## config.mk

```make
export PLATFORM = sky130hd
export DESIGN_NAME = clk_src_supervisor
export DESIGN_NICKNAME = d
export VERILOG_FILES = /design/src/rtl/clk_mux_pkg.sv /design/src/rtl/clk_status_sync.sv /design/src/rtl/clk_src_supervisor.sv
export SDC_FILE = /design/constraint.sdc
export NUM_CORES = 1
export LEC_CHECK = 0
export CORE_MARGIN = 2
export CORE_UTILIZATION = 35
export DETAILED_ROUTE_END_ITERATION = 8
export PLACE_DENSITY = 0.56
export SETUP_SLACK_MARGIN = 0.02
export SKIP_CTS_REPAIR_TIMING = 1
export SLEW_MARGIN = 30
export SYNTH_ARGS = -nofsm -noshare
export SYNTH_HDL_FRONTEND = slang
export SYNTH_SLANG_ARGS = --single-unit
```

## constraint.sdc

```tcl
create_clock -name clk -period 5.5 [get_ports clk]
set_input_delay 0.825 -clock clk [delete_from_list [all_inputs] [get_ports clk]]
set_output_delay 0.825 -clock clk [all_outputs]
set_load 0.01 [all_outputs]
```

## src/rtl/clk_mux_pkg.sv

```systemverilog
// Shared types and helpers for the clock source supervisor.
package clk_mux_pkg;

  typedef enum logic [1:0] {S_RST, S_LOCK, S_RUN} sup_state_t;
  typedef enum logic {SRC_INT, SRC_EXT} clk_src_t;

  // Bits needed to count 0..n-1, at least one bit so n=1 still yields a legal vector.
  function automatic int unsigned cnt_width(input int unsigned n);
    return (n >= 2) ? $clog2(n) : 1;
  endfunction

endpackage

```

## src/rtl/clk_status_sync.sv

```systemverilog
// Multi-flop synchronizer for a single asynchronous status bit.
module clk_status_sync #(
  parameter int unsigned SYNC_STAGES = 2
) (
  input  logic clk,
  input  logic nrst,
  input  logic async_i,
  output logic sync_o
);

  (* ASYNC_REG = "TRUE" *) logic [SYNC_STAGES-1:0] sync_q;

  // Shift the async bit through the chain; the last stage is the safe copy.
  always_ff @(posedge clk) begin
    if (!nrst) begin
      sync_q <= '0;
    end else begin
      sync_q <= {sync_q[SYNC_STAGES-2:0], async_i};
    end
  end

  assign sync_o = sync_q[SYNC_STAGES-1];

endmodule

```

## src/rtl/clk_src_supervisor.sv

```systemverilog
// Qualifies the external clock, drives the mux select and MMCM reset, and reports status.
module clk_src_supervisor
  import clk_mux_pkg::*;
#(
  parameter int unsigned SYNC_STAGES  = 2,
  parameter int unsigned QUAL_CYCLES  = 4096,
  parameter int unsigned LOCK_TIMEOUT = 65536,
  parameter int unsigned RST_CYCLES   = 16,
  parameter int unsigned CNT_W        = 16
) (
  input  logic             clk,
  input  logic             nrst,
  input  logic             ext_active_a,
  input  logic             locked_a,
  input  logic             force_int,
  input  logic             auto_en,
  output logic             clk_int_select,
  output logic             mmcm_nrst,
  output logic             clk_ready,
  output logic             on_ext,
  output logic             lock_fail,
  output logic [CNT_W-1:0] switch_count
);

  localparam int unsigned QUAL_W = cnt_width(QUAL_CYCLES);
  localparam int unsigned TMR_W  = cnt_width(LOCK_TIMEOUT);
  localparam int unsigned RST_W  = cnt_width(RST_CYCLES);

  localparam logic [QUAL_W-1:0] QUAL_MAX = QUAL_W'(QUAL_CYCLES - 1);
  localparam logic [TMR_W-1:0]  TMR_MAX  = TMR_W'(LOCK_TIMEOUT - 1);
  localparam logic [RST_W-1:0]  RST_MAX  = RST_W'(RST_CYCLES - 1);

  logic ext_s;
  logic locked_s;

  clk_status_sync #(.SYNC_STAGES(SYNC_STAGES)) u_ext_sync (
    .clk     (clk),
    .nrst    (nrst),
    .async_i (ext_active_a),
    .sync_o  (ext_s)
  );

  clk_status_sync #(.SYNC_STAGES(SYNC_STAGES)) u_locked_sync (
    .clk     (clk),
    .nrst    (nrst),
    .async_i (locked_a),
    .sync_o  (locked_s)
  );

  sup_state_t        state_q, state_d;
  clk_src_t          target_q, target_d;
  logic [TMR_W-1:0]  timer_q, timer_d;
  logic [QUAL_W-1:0] qual_q, qual_d;
  logic [RST_W-1:0]  rst_cnt_q, rst_cnt_d;
  logic              lock_fail_d;
  logic              bump;  // one source change this cycle

  // Next-state decision; qual defaults to clear so it only survives while qualifying in S_RUN.
  always_comb begin
    state_d     = state_q;
    target_d    = target_q;
    timer_d     = timer_q;
    qual_d      = '0;
    rst_cnt_d   = rst_cnt_q;
    lock_fail_d = lock_fail;
    bump        = 1'b0;
    unique case (state_q)
      S_RST: begin
        if (rst_cnt_q == RST_MAX) begin
          state_d = S_LOCK;
          timer_d = '0;
        end else begin
          rst_cnt_d = rst_cnt_q + RST_W'(1);
        end
      end
      S_LOCK: begin
        if (locked_s) begin
          state_d = S_RUN;
        end else if (timer_q == TMR_MAX) begin
          lock_fail_d = 1'b1;
          target_d    = SRC_INT;
          state_d     = S_RST;
          rst_cnt_d   = '0;
          bump        = (target_q == SRC_EXT);
        end else if (target_q == SRC_EXT && !ext_s) begin
          target_d = SRC_INT;
          bump     = 1'b1;
          timer_d  = '0;
        end else begin
          timer_d = timer_q + TMR_W'(1);
        end
      end
      S_RUN: begin
        timer_d = '0;  // any exit from S_RUN lands in S_LOCK with a fresh timer
        if (target_q == SRC_EXT && (!ext_s || force_int || !auto_en)) begin
          target_d = SRC_INT;
          bump     = 1'b1;
          state_d  = S_LOCK;
        end else if (!locked_s) begin
          state_d = S_LOCK;
        end else if (target_q == SRC_INT && ext_s && auto_en && !force_int) begin
          if (qual_q == QUAL_MAX) begin
            target_d = SRC_EXT;
            bump     = 1'b1;
            state_d  = S_LOCK;
          end else begin
            qual_d = qual_q + QUAL_W'(1);
          end
        end
      end
      default: state_d = S_RST;
    endcase
  end

  // State and registered outputs; outputs follow the next state so they align with it.
  always_ff @(posedge clk) begin
    if (!nrst) begin
      state_q        <= S_RST;
      target_q       <= SRC_INT;
      timer_q        <= '0;
      qual_q         <= '0;
      rst_cnt_q      <= '0;
      clk_int_select <= 1'b1;
      mmcm_nrst      <= 1'b0;
      clk_ready      <= 1'b0;
      on_ext         <= 1'b0;
      lock_fail      <= 1'b0;
      switch_count   <= '0;
    end else begin
      state_q        <= state_d;
      target_q       <= target_d;
      timer_q        <= timer_d;
      qual_q         <= qual_d;
      rst_cnt_q      <= rst_cnt_d;
      clk_int_select <= (target_d == SRC_INT);
      mmcm_nrst      <= (state_d != S_RST);
      clk_ready      <= (state_d == S_RUN);
      on_ext         <= (state_d == S_RUN) && (target_d == SRC_EXT);
      lock_fail      <= lock_fail_d;
      if (bump && (switch_count != '1)) begin
        switch_count <= switch_count + CNT_W'(1);
      end
    end
  end

endmodule

```

==> flow_metrics.py <==
metrics = {
    "sta": {
        "fin_setup_tns_ps": 0,
        "hold_viol": 0,
        "relSlewSlack_pct": 37.9,
        "drv_slew": 0,
        "rsz0062_at_grt": "false",
        "skew_ps": 7.85,
        "worstMarginPinSlew_ps": 929,
        "clock.fmax_mhz": 357,
        "period_needed_ps": 2800,
        "setup_violations": 0,
        "timing.final.crit_share_pct": 50.9,
    },
    "grt": {
        "antenna_found_initial": 0,
        "grt_max_degree": 26,
        "grt-ovfl-total": 0,
        "grt_usage_pct": 15.0,
        "grt_pass1_wl_um": 10500,
        "grt_pass1_vias": 2325,
    },
    "clocking": {
        "cts_buffers": 9,
        "cts_tree": "done",
        "htreeDepth": 3,
        "clkLatencyLatePin_ps": 340,
        "cts_root_buf": "clkbuf_8",
        "clock_sinks": 60,
        "clkTransAtPathRegs_ps": 70,
        "cts_buffer_depth": 2,
    },
    "die": {
        "core_area_um2": 8090,
        "ios": 27,
        "rows": 33,
        "chipHeight_um": 94.8,
        "die_w_um": 94.8,
        "dieArea_um2": 8990,
        "start_util_pct": 35.7,
    },
    "route": {
        "wirelength_um": 6210,
        "drc": 0,
        "dr.pass1.iters": 4,
        "final_antenna_net_count": 0,
        "vias": 2386,
        "drt_iter0_drc": 108,
        "routedWlPerCell_um": 13.1,
        "drt-vias-per-instance": 5.02,
    },
    "placement": {
        "dp.cells": 459,
        "io_buffers": 26,
        "place_area_um2": 3250,
        "dp_hpwl_um": 4370,
        "gp_congestion": 0.771,
    },
    "yosys": {
        "synth_seq_cells": 60,
        "synth_cell_types": 47,
        "synthesis.instances": 335,
        "syn_area_per_cell_um2": 8.62,
        "synthArstFlopShare_pct": 0,
        "yosysWarningCount": 0,
        "synth-edff-count": 0,
        "syn_nets": 350,
        "ys_seq_area_share_pct": 41.6,
        "synthFlopType": "dfxtp_1",
        "syn_area_um2": 2890,
    },
    "status": {
        "outcome": "finished, final reports clean",
    },
    "finish": {
        "post-route-util_pct": 42.7,
        "final_common_cell": "dfxtp_1",
        "antenna_cells": 0,
        "final_cell_count_no_fill": 475,
        "layout.nets": 380,
        "final_cell_mix": "dfxtp_1 (60), nor2_1 (44), clkdlybuf4s50_1 (26)",
        "syn_to_final_growth_pct": 19.8,
        "final_area_um2": 3460,
        "drive_gt1_share_pct": 6.49,
    },
    "hold_path": {
        "hp-class": "flop to flop",
    },
    "setup_path": {
        "crit_path_end_kind": "flop",
        "worstPathCellList": "clkdlybuf4s50_1 -> nand3b_1 -> nor2_1 -> a41oi_1 -> a21oi_1 -> and3_1 -> mux2i_1",
        "critPathMaxFanout": 11,
        "worst_path_max_delay_cell": "a21oi_1",
        "cp_top_family": "compound AO/OA/AOI/OAI gates",
        "critPathLaunchType": "primary input",
        "critPathArrivalTime_ps": 3070,
        "path_buf_inv": 1,
        "slowest_delay_ps": 700,
        "critPathRequiredTime_ps": 5780,
        "critical_path_class": "primary input to flop",
    },
    "power_and_ir_drop": {
        "total_power_mw": 0.862,
        "power_leakage_nw": 1.25,
        "peakVddDrop_v": 0.000111,
        "power_density_nw_per_um2": 249,
    },
    "run": {
        "maxCapViolations": 0,
    },
}
==> state kept, by name (all words and copies together) (netlist names), 2 cells and up <==
register	count
switch_count	16
timer_q	16
qual_q	12
rst_cnt_q	4
state_q	2
u_ext_sync.sync_q	2
u_locked_sync.sync_q	2
==> cells in the mapped netlist, drive strengths merged (2+ instances only) <==
master / instances / area, um2
dfxtp: 60 / 1200
nor2: 44 / 165
nand2: 22 / 82.6
nand3: 19 / 95.1
inv: 17 / 63.8
a21oi: 16 / 80.1
nand4: 16 / 106
xor2: 12 / 105
and3: 11 / 68.8
xnor2: 11 / 96.3
and2: 10 / 62.6
o21ai: 10 / 50.0
ha: 9 / 113
nand2b: 9 / 56.3
clkbuf: 7 / 26.3
a21o: 6 / 45.0
mux2i: 6 / 60.1
and4: 5 / 43.8
nor3: 5 / 25.0
a31oi: 4 / 25.0
o211ai: 4 / 35.0
nor2b: 3 / 18.8
nor4: 3 / 33.8
or3: 3 / 18.8
a2111oi: 2 / 42.5
a211o: 2 / 17.5
nand3b: 2 / 15.0
or2: 2 / 12.5
or4: 2 / 15.0
==> worst paths after layout <==
path,end,cells after the start,slack [ps],start
worst max register to register,timer_q[12]$_SDFFE_PN0P_,8,2920,state_q[1]$_SDFF_PN0_
worst max-delay path,switch_count[4]$_SDFFE_PN0P_,7,2700,force_int
worst min register to register,u_ext_sync.sync_q[1]$_SDFF_PN0_,1,440,u_ext_sync.sync_q[0]$_SDFF_PN0_
worst min-delay path,u_ext_sync.sync_q[1]$_SDFF_PN0_,1,440,u_ext_sync.sync_q[0]$_SDFF_PN0_
==> where the power goes <==
group / switching [mW] / internal, mW
combinational: 0.0103 / 0.00826
sequential: 0.00279 / 0.438
clock: 0.171 / 0.232
==> kinds of logic after synthesis <==
group | Yosys count | share of synthesized area (%)
simple gates | 157 | 28.7
flops | 60 | 41.6
compound gates | 55 | 13.4
xor+xnor | 23 | 6.98
buf+inv | 25 | 3.29
fa+ha+maj | 9 | 3.90
mux | 6 | 2.08
==> layout make-up <==
type                       instances  area, um2
timing repair buffer              27        268
fill                             850       4640
tap                              105        131
sequential                        60       1200
clock buffer                      12        155
clock inverter                     4       47.5
multi-input combinational        250       1590
inverter                          17       63.8
==> metal layers <==
layer | part of all wire [%] | vias to the layer above | wire, um | global-route usage [%]
met4 | 2.5 | 0 | 156 | 8.21
li1 | - | 1244 | - | -
met3 | 2.9 | 10 | 178 | 3.35
met2 | 46 | 31 | 2850 | 24.8
met1 | 49 | 1101 | 3020 | 18.0
met5 | 0 | - | 0 | 0
==> stage by stage <==
step / setup slack [ps] / hold slack, ps
6_report: 2700 / 438
5_1_grt: 2420 / 469
4_1_cts: 2710 / 444
3_5_place_dp: 2340 / 428
3_3_place_gp: 2370 / 423
2_1_floorplan: 3160 / 412
(Power assumes the default switching activity.)
